## src/rtl/read_handler_tmr.sv

```systemverilog
// Read-side pointer and empty-flag handler for an asynchronous FIFO.
// Three state replicas are majority-voted and scrubbed every cycle.
module read_handler_tmr #(
  parameter int unsigned ADDRESS_SIZE    = 5,
  parameter int unsigned ERR_COUNT_WIDTH = 8
) (
  input  logic                       read_clock,
  input  logic                       reset,
  input  logic                       read_enable,
  input  logic [ADDRESS_SIZE:0]      synch_wrpointer,
  input  logic [2:0]                 seu_inject,
  output logic [ADDRESS_SIZE-1:0]    read_address,
  output logic [ADDRESS_SIZE:0]      read_pointer,
  output logic                       read_empty,
  output logic                       tmr_error,
  output logic [ERR_COUNT_WIDTH-1:0] tmr_error_count
);

  localparam int unsigned PtrW = ADDRESS_SIZE + 1;

  logic [PtrW-1:0] bin_q  [3];
  logic [PtrW-1:0] gray_q [3];
  logic [2:0]      empty_q;

  logic [PtrW-1:0] vbin, vgray;
  logic            vempty;
  logic            pop;
  logic [PtrW-1:0] bin_next, gray_next;
  logic            empty_next;
  logic            mismatch;

  // Bitwise 2-of-3 majority.
  assign vbin   = (bin_q[0] & bin_q[1]) | (bin_q[0] & bin_q[2]) | (bin_q[1] & bin_q[2]);
  assign vgray  = (gray_q[0] & gray_q[1]) | (gray_q[0] & gray_q[2]) | (gray_q[1] & gray_q[2]);
  assign vempty = (empty_q[0] & empty_q[1]) | (empty_q[0] & empty_q[2]) |
                  (empty_q[1] & empty_q[2]);

  assign read_address = vbin[ADDRESS_SIZE-1:0];
  assign read_pointer = vgray;
  assign read_empty   = vempty;

  assign pop        = read_enable & ~vempty;
  assign bin_next   = vbin + {{ADDRESS_SIZE{1'b0}}, pop};
  assign gray_next  = (bin_next >> 1) ^ bin_next;
  assign empty_next = (gray_next == synch_wrpointer);

  always_comb begin
    mismatch = 1'b0;
    for (int i = 0; i < 3; i++) begin
      if ((bin_q[i] != vbin) || (gray_q[i] != vgray) || (empty_q[i] != vempty)) begin
        mismatch = 1'b1;
      end
    end
  end

  // Every replica reloads from the voted next state, which scrubs a single upset.
  always_ff @(posedge read_clock or negedge reset) begin
    if (!reset) begin
      for (int i = 0; i < 3; i++) begin
        bin_q[i]  <= '0;
        gray_q[i] <= '0;
      end
      empty_q         <= 3'b111;
      tmr_error       <= 1'b0;
      tmr_error_count <= '0;
    end else begin
      for (int i = 0; i < 3; i++) begin
        bin_q[i]  <= bin_next ^ {{ADDRESS_SIZE{1'b0}}, seu_inject[i]};
        gray_q[i] <= gray_next;
      end
      empty_q   <= {3{empty_next}};
      tmr_error <= mismatch;
      if (mismatch && (tmr_error_count != '1)) begin
        tmr_error_count <= tmr_error_count + 1'b1;
      end
    end
  end

endmodule

```

## config.mk

```make
export PLATFORM = sky130hd
export DESIGN_NAME = read_handler_tmr
export DESIGN_NICKNAME = d
export VERILOG_FILES = /design/src/rtl/read_handler_tmr.sv
export SDC_FILE = /design/constraint.sdc
export NUM_CORES = 1
export LEC_CHECK = 0
export CORE_MARGIN = 8
export CORE_UTILIZATION = 36
export DETAILED_ROUTE_END_ITERATION = 10
export SLEW_MARGIN = 20
export SYNTH_ARGS = -nofsm -noshare
export SYNTH_HDL_FRONTEND = slang
export SYNTH_SLANG_ARGS = --single-unit
```

## constraint.sdc

```tcl
create_clock -name read_clock -period 2.7 [get_ports read_clock]
set_clock_uncertainty 0.05 [all_clocks]
set_input_delay 0.405 -clock read_clock [delete_from_list [all_inputs] [get_ports read_clock]]
set_output_delay 0.405 -clock read_clock [all_outputs]
set_load 0.02 [all_outputs]
```

==> flow_summary.yaml <==
status:
  status: "completed"
finish:
  syn2layout_area_growth_pct: 33.3
  fillerInstances: 296
  drive_gt1_share_pct: 9.35
  layout.nets: 155
  antenna_cells: 0
  multi_input_area_um2: 534
  final_cell_count_no_fill: 183
  seq_area_um2: 577
  post-route-cell-area_um2: 1550
drt:
  wl_per_cell_um: 13.1
  via_count: 868
  drt-pass1-iter-count: 4
  drc: 0
  wl_mm: 2.39
  ant_nets: 0
  vias_per_cell: 4.74
  drt_iter0_markers: 40
logic_synthesis:
  synth.area.top_cells: "dfrtp_1 47%, xor2_1 11%, xnor2_1 7.5%, nand2_1 3.9%, buf_4 3.2%"
  ys_seq_area_share_pct: 49.6
  synth_cell_types: 31
  ys_warn_count: 0
  syn_inst: 106
  syn_area_um2: 1160
  synth_seq_cells: 23
  synth_nets: 121
  avgSynthCellArea_um2: 11.0
  synth_top_area_cell: "dfrtp_1"
  synth_top_area_share_pct: 47.3
placed_design:
  dp_hpwl_mm: 1.92
  dp.cells: 179
  placed_cell_area_um2: 1520
  port_buffers: 32
  place.gp.congestion: 0.899
sta:
  clock.fmax_mhz: 403
  rsz0062_at_grt: "false"
  worst_pin_slew_ps: 664
  finalHoldViolations: 0
  maxSlewViolCount: 0
  setup_tns_ps: 0
  setup_viol: 0
  finalCritPeriodShare_pct: 91.9
  layout_min_cycle_time_ps: 2480
  slew_headroom_pct: 55.6
setup_path:
  critPathMostFrequentCell: "ha_1"
  cp.required_ps: 2860
  crit_slowest_cell: "dfrtp_1"
  critPathBufInv: 0
  arrival_ps: 2650
  cp_max_fo: 5
  timing.rr.start: "bin_q[6]"
  crit_family: "adder cells"
  worstPathCellList: "maj3_1 > ha_1 > ha_1 > xor2_2 > xnor2_1 > mux2i_1 > nand4b_1 > a2111oi_2"
  max_stage_delay_ps: 420
  cp-end-kind: "flip-flop"
  crit_path_start_kind: "flip-flop"
  worstSetupPathType: "reg2reg"
  crit_path_start: "bin_q[6]"
clocking:
  cts_buffer_depth: 2
  post_cts_buffers: 0
  cts_buffers: 3
  tritoncts: "done"
  cts.sinks: 23
  insertion_delay_ps: 300
  cts-root-buf: "clkbuf_4"
  cts_max_level: 1
  cts_hold_buf: 0
  cts.clk_slew.worst_paths_ps: 120
  cts_resized: 0
pwr:
  max-vdd-ir-drop_v: 0.000665
  p_leak_nw: 0.659
  power_density_nw_per_um2: 1370
die:
  io_pins: 33
  die_w_um: 72.9
  core_area_um2: 3050
  rows: 20
  start_util_pct: 38.1
  dieHeight_um: 72.9
  die_area_um2: 5310
global_routing:
  grt_max_degree: 16
  grt.total_usage_pct: 9.63
  overflow: 0
  antenna_found_initial: 0
  grt_pass1_vias: 895
  grt_pass1_wl_mm: 4.08
min_path:
  hold_class: "in2async"
flow_run:
  max_cap_violations: 0
-- worst reg2reg max path: cells and delay by family (launching register included) --
| family | cells | cell delay (ps) |
|---|---|---|
| compound gates | 1 | 290 |
| xor+xnor | 2 | 370 |
| fa+ha+maj | 3 | 910 |
| flops | 1 | 420 |
| mux | 1 | 230 |
| simple gates | 1 | 140 |
-- flip-flops by register name (all words and copies together), names as in the netlist --
register / cells
gray_q: 5
bin_q: 8
tmr_error_count: 8
empty_q: 1
tmr_error: 1
-- cells in the mapped netlist --
cell type   n
a2111oi_2   1
or2_2       1
a22o_1      1
a211o_1     1
nor2_1      5
buf_4       5
xnor2_1    10
nand2_1    12
maj3_1      1
o21a_1      1
nor2b_1     2
and3_1      2
dfstp_2     1
a31oi_1     2
nand4b_1    1
o21ai_0     2
mux2_2      1
or3_1       2
a21oi_1     1
clkbuf_1    2
nand3_1     4
and4b_1     1
inv_1       2
ha_1        3
mux2i_1     1
dfrtp_1    22
a21boi_0    1
xor2_2      1
xor2_1     14
a22oi_1     1
nor3_1      2
-- power by group --
part,switching [mW],total (mW),internal (mW)
logic,0.641,1.27,0.629
registers,0.175,0.698,0.523
clock network,0.101,0.157,0.0553
-- placed cells by master (no fill, tap or decap), types with 2 or more instances in the layout --
| master | synthesis | final |
|---|---|---|
| a31oi_1 | 2 | 2 |
| xor2_1 | 14 | 14 |
| or3_1 | 2 | 2 |
| ha_1 | 3 | 3 |
| and3_1 | 2 | 2 |
| nor2_1 | 5 | 5 |
| nor3_1 | 2 | 2 |
| nor2b_1 | 2 | 2 |
| inv_1 | 2 | 2 |
| nand3_1 | 4 | 4 |
| clkdlybuf4s50_1 | 0 | 32 |
| o21ai_0 | 2 | 2 |
| buf_4 | 5 | 4 |
| nand2_1 | 12 | 12 |
| clkbuf_4 | 0 | 3 |
| dfrtp_1 | 22 | 22 |
| xnor2_1 | 10 | 10 |
-- area by class of cell --
class                      count  share of cell area, %
sequential                    23                   37.2
multi-input combinational     74                   34.4
timing repair buffer          36                   22.6
tap                           44                   3.55
clock buffer                   3                   1.45
inverter                       2                  0.484
clock inverter                 1                  0.323
-- final timing paths --
check / to / slack (ps) / cells after the start
worst max-delay path: empty_q[0] / 220 / 8
worst min-delay path: tmr_error_count[1] / 440 / 1
worst max register to register: empty_q[0] / 220 / 8
worst min register to register: tmr_error_count[5] / 450 / 1
max in group asynchronous: bin_q[2] / 1580 / 2
min in group read_clock: tmr_error_count[5] / 450 / 1
-- through the flow --
| stage | hold WS (ps) | setup slack [ps] | total power, mW | util [%] |
|---|---|---|---|---|
| after floorplan | 59.4 | 202 | 1.53 | - |
| after global placement | 432 | 109 | 1.96 | 49.9 |
| after detailed placement | 430 | 88.1 | 1.99 | 49.9 |
| after CTS | 454 | 195 | 2.15 | 50.8 |
| after global routing | 473 | 1.47 | 2.30 | 50.8 |
| final | 438 | 219 | 2.12 | 50.8 |
-- layer usage --
layer	share of wire, %	vias to the layer above	GRT usage (%)
li1	-	417	-
met2	49	31	16.7
met1	43	418	10.8
met3	8.0	2	4.26
met5	0	-	0
met4	0.67	0	1.33
-- cells by family after synthesis --
kind of cell / count (synthesis) / synth area share [%]
simple gates: 32 / 13.4
mux: 2 / 1.83
compound gates: 11 / 7.10
flops: 23 / 49.6
buf+inv: 9 / 4.52
fa+ha+maj: 4 / 4.09
xor+xnor: 25 / 19.5
No activity file was read; power rests on OpenSTA's default activity.
==> patch: new RTL, config.mk and constraints unchanged <==
The output `tmr_error` loses its register stage (`tmr_error` becomes a continuous assignment).
--- a/src/rtl/read_handler_tmr.sv
+++ b/src/rtl/read_handler_tmr.sv
@@ -61,7 +61,6 @@
         gray_q[i] <= '0;
       end
       empty_q         <= 3'b111;
-      tmr_error       <= 1'b0;
       tmr_error_count <= '0;
     end else begin
       for (int i = 0; i < 3; i++) begin
@@ -69,12 +68,13 @@
         gray_q[i] <= gray_next;
       end
       empty_q   <= {3{empty_next}};
-      tmr_error <= mismatch;
       if (mismatch && (tmr_error_count != '1)) begin
         tmr_error_count <= tmr_error_count + 1'b1;
       end
     end
   end
 
+  assign tmr_error = mismatch;
+
 endmodule
 
Check against the original RTL: not equivalent (Yosys sat finds a counterexample within 4 cycles, from zero or initial values and one cycle with reset low).
==> patch against the unedited design <==
  * First-iteration DRC count stayed put
  * Clock power is 13% higher
  * Sequential cell count is 1 lower
  * Synthesized area is 2.2% lower
  * Routed wire length is 1.3% lower
  * Total power is 1.0% higher
  * Synthesized cell count is 0.94% lower
  * Setup slack worse by 0.0029 ns
  * Sequential share of layout area is 1.4 points lower
  * Cell count stayed put
  * Global-route usage hardly changed
  * Final area is 0.56% lower
  * Sequential power is 3.7% lower
  * Largest cell class unchanged
  * Highest routed layer unchanged
==> patch: results (changes against the unedited design) <==
Run status
  • Outcome: finished clean

Critical path
  • Worst-path fanout max: 5 (unchanged)
  • Reg2reg path depth: 8 (unchanged)
  • Critical R2R Launch: bin_q[12]
  • Arrival time worst endpoint: 2.64 ns (about the same)

Timing
  • Slew Limit Headroom: 78.60% (+23 points)

Synth
  • Post-synthesis sequential area ratio: 48.46% (-1.1 points)
  • List of most frequent post-synthesis cells: 21 x dfrtp_1, 14 x xor2_1, 12 x nand2_1
  • Mapped Nets: 120 (-0.83%)
  • Unique masters post-synth: 31 (unchanged)
  • Synth area leaders: dfrtp_1 46%, xor2_1 11%, xnor2_1 7.7%
  • Synth warnings: 0 (unchanged)

Power
  • Leak pwr: 0.6565 nW (-0.32%)
  • Internal Power: 0.001234 W (+2.2%)
  • VDD IR-drop max: 0.7285 mV (+9.6%)

Layout
  • Layout cells sized above 1: 10.07% (+0.72 points)
  • Final layout net count: 155 (unchanged)
  • Layout fillers: 297 (+0.34%)

Global routing
  • Overall Global Routing Usage: 9.663% (+0.037 points)
  • Largest net degree at the start of global routing: 23 (+7)
  • Global-route wire length before repair: 4008 um (-1.7%)
  • Vias in the first global route: 888 (-0.78%)

Placed design
  • GPL Wtd Cong: 0.8405 (-6.5%)
  • HPWL Detailed: 1897 um (-0.99%)

CTS
  • CTS root buffer: clkbuf_4
  • Clock Latency Late Sink: 0.30 ns (about the same)

Route
  • DR vias/cell: 4.541 (-4.3%)
  • Routed len/inst: 12.90 um (-1.3%)
## patch: changes by cell type in the layout (fill, tap and decap cells not counted)
cell	change
buf_4	+1
clkbuf_8	+1
clkinv_2	-1
dfrtp_1	-1
## patch: final cells by class
cell class              count  area (sq um)  share of cell area [%]
flip-flops and latches     22         551.8                   35.77
multi-input cells          74         534.3                   34.63
repair buffers             37         357.8                   23.20
well taps                  44         55.05                   3.569
clock buffers               4         36.28                   2.352
inverters                   2         7.507                  0.4866
## patch: worst max-delay path: stages, from the launching register on
cell and delay [ns]:
dfrtp_1 0.41, maj3_1 0.40, ha_1 0.24, ha_1 0.26, and4b_1 0.27, o21a_1 0.15
nor2_1 0.06, xor2_1 0.17, a2111oi_2 0.38
## patch: how the worst max path moves through the flow
stage / start / to / slack [ns]
final: bin_q[12] / empty_q[0] / 0.22
after CTS: bin_q[12] / empty_q[0] / 0.20
after detailed placement: read_enable / empty_q[0] / 0.04
after floorplan: bin_q[12] / empty_q[0] / 0.20
after global routing: bin_q[12] / empty_q[0] / 0.007
after global placement: read_enable / empty_q[0] / 0.1
## patch: logic make-up (layout without fill, tap and decap cells)
| logic type | Yosys count | after routing | synth area share, % |
|---|---|---|---|
| buf+inv | 9 | 43 | 4.616 |
| mux | 2 | 2 | 1.868 |
| fa+ha+maj | 4 | 4 | 4.176 |
| compound gates | 11 | 11 | 7.253 |
| xor+xnor | 25 | 25 | 19.89 |
| flops | 22 | 22 | 48.46 |
| simple gates | 32 | 32 | 13.74 |
## patch: per-stage QoR
step / setup slack [ns] / cell area, sq um / cells / hold slack (ns) / util, %
floorplan: 0.2016 / 1139 / 105 / 0.05941 / -
global placement: 0.09586 / 1506 / 179 / 0.4276 / 49.75
detailed placement: 0.04153 / 1506 / 179 / 0.4353 / 49.75
CTS: 0.2038 / 1543 / 183 / 0.3867 / 50.95
global route: 0.007019 / 1543 / 183 / 0.4014 / 50.95
finish: 0.2158 / 1543 / 183 / 0.3925 / 50.95
## patch: metal layers
metal	GRT usage [%]	share of wire [%]
met5	0	0
met4	4.082	0.59
met3	4.270	9.7
met2	15.85	48
met1	10.56	42
## patch: power by group through the flow
stage,clock [W],combinational [W],sequential [W]
floorplan,0,0.000758,0.000753
global placement,0,0.00130,0.000673
detailed placement,0,0.00132,0.000679
CTS,0.000189,0.00133,0.000673
global route,0.000204,0.00141,0.000699
finish,0.000177,0.00130,0.000672
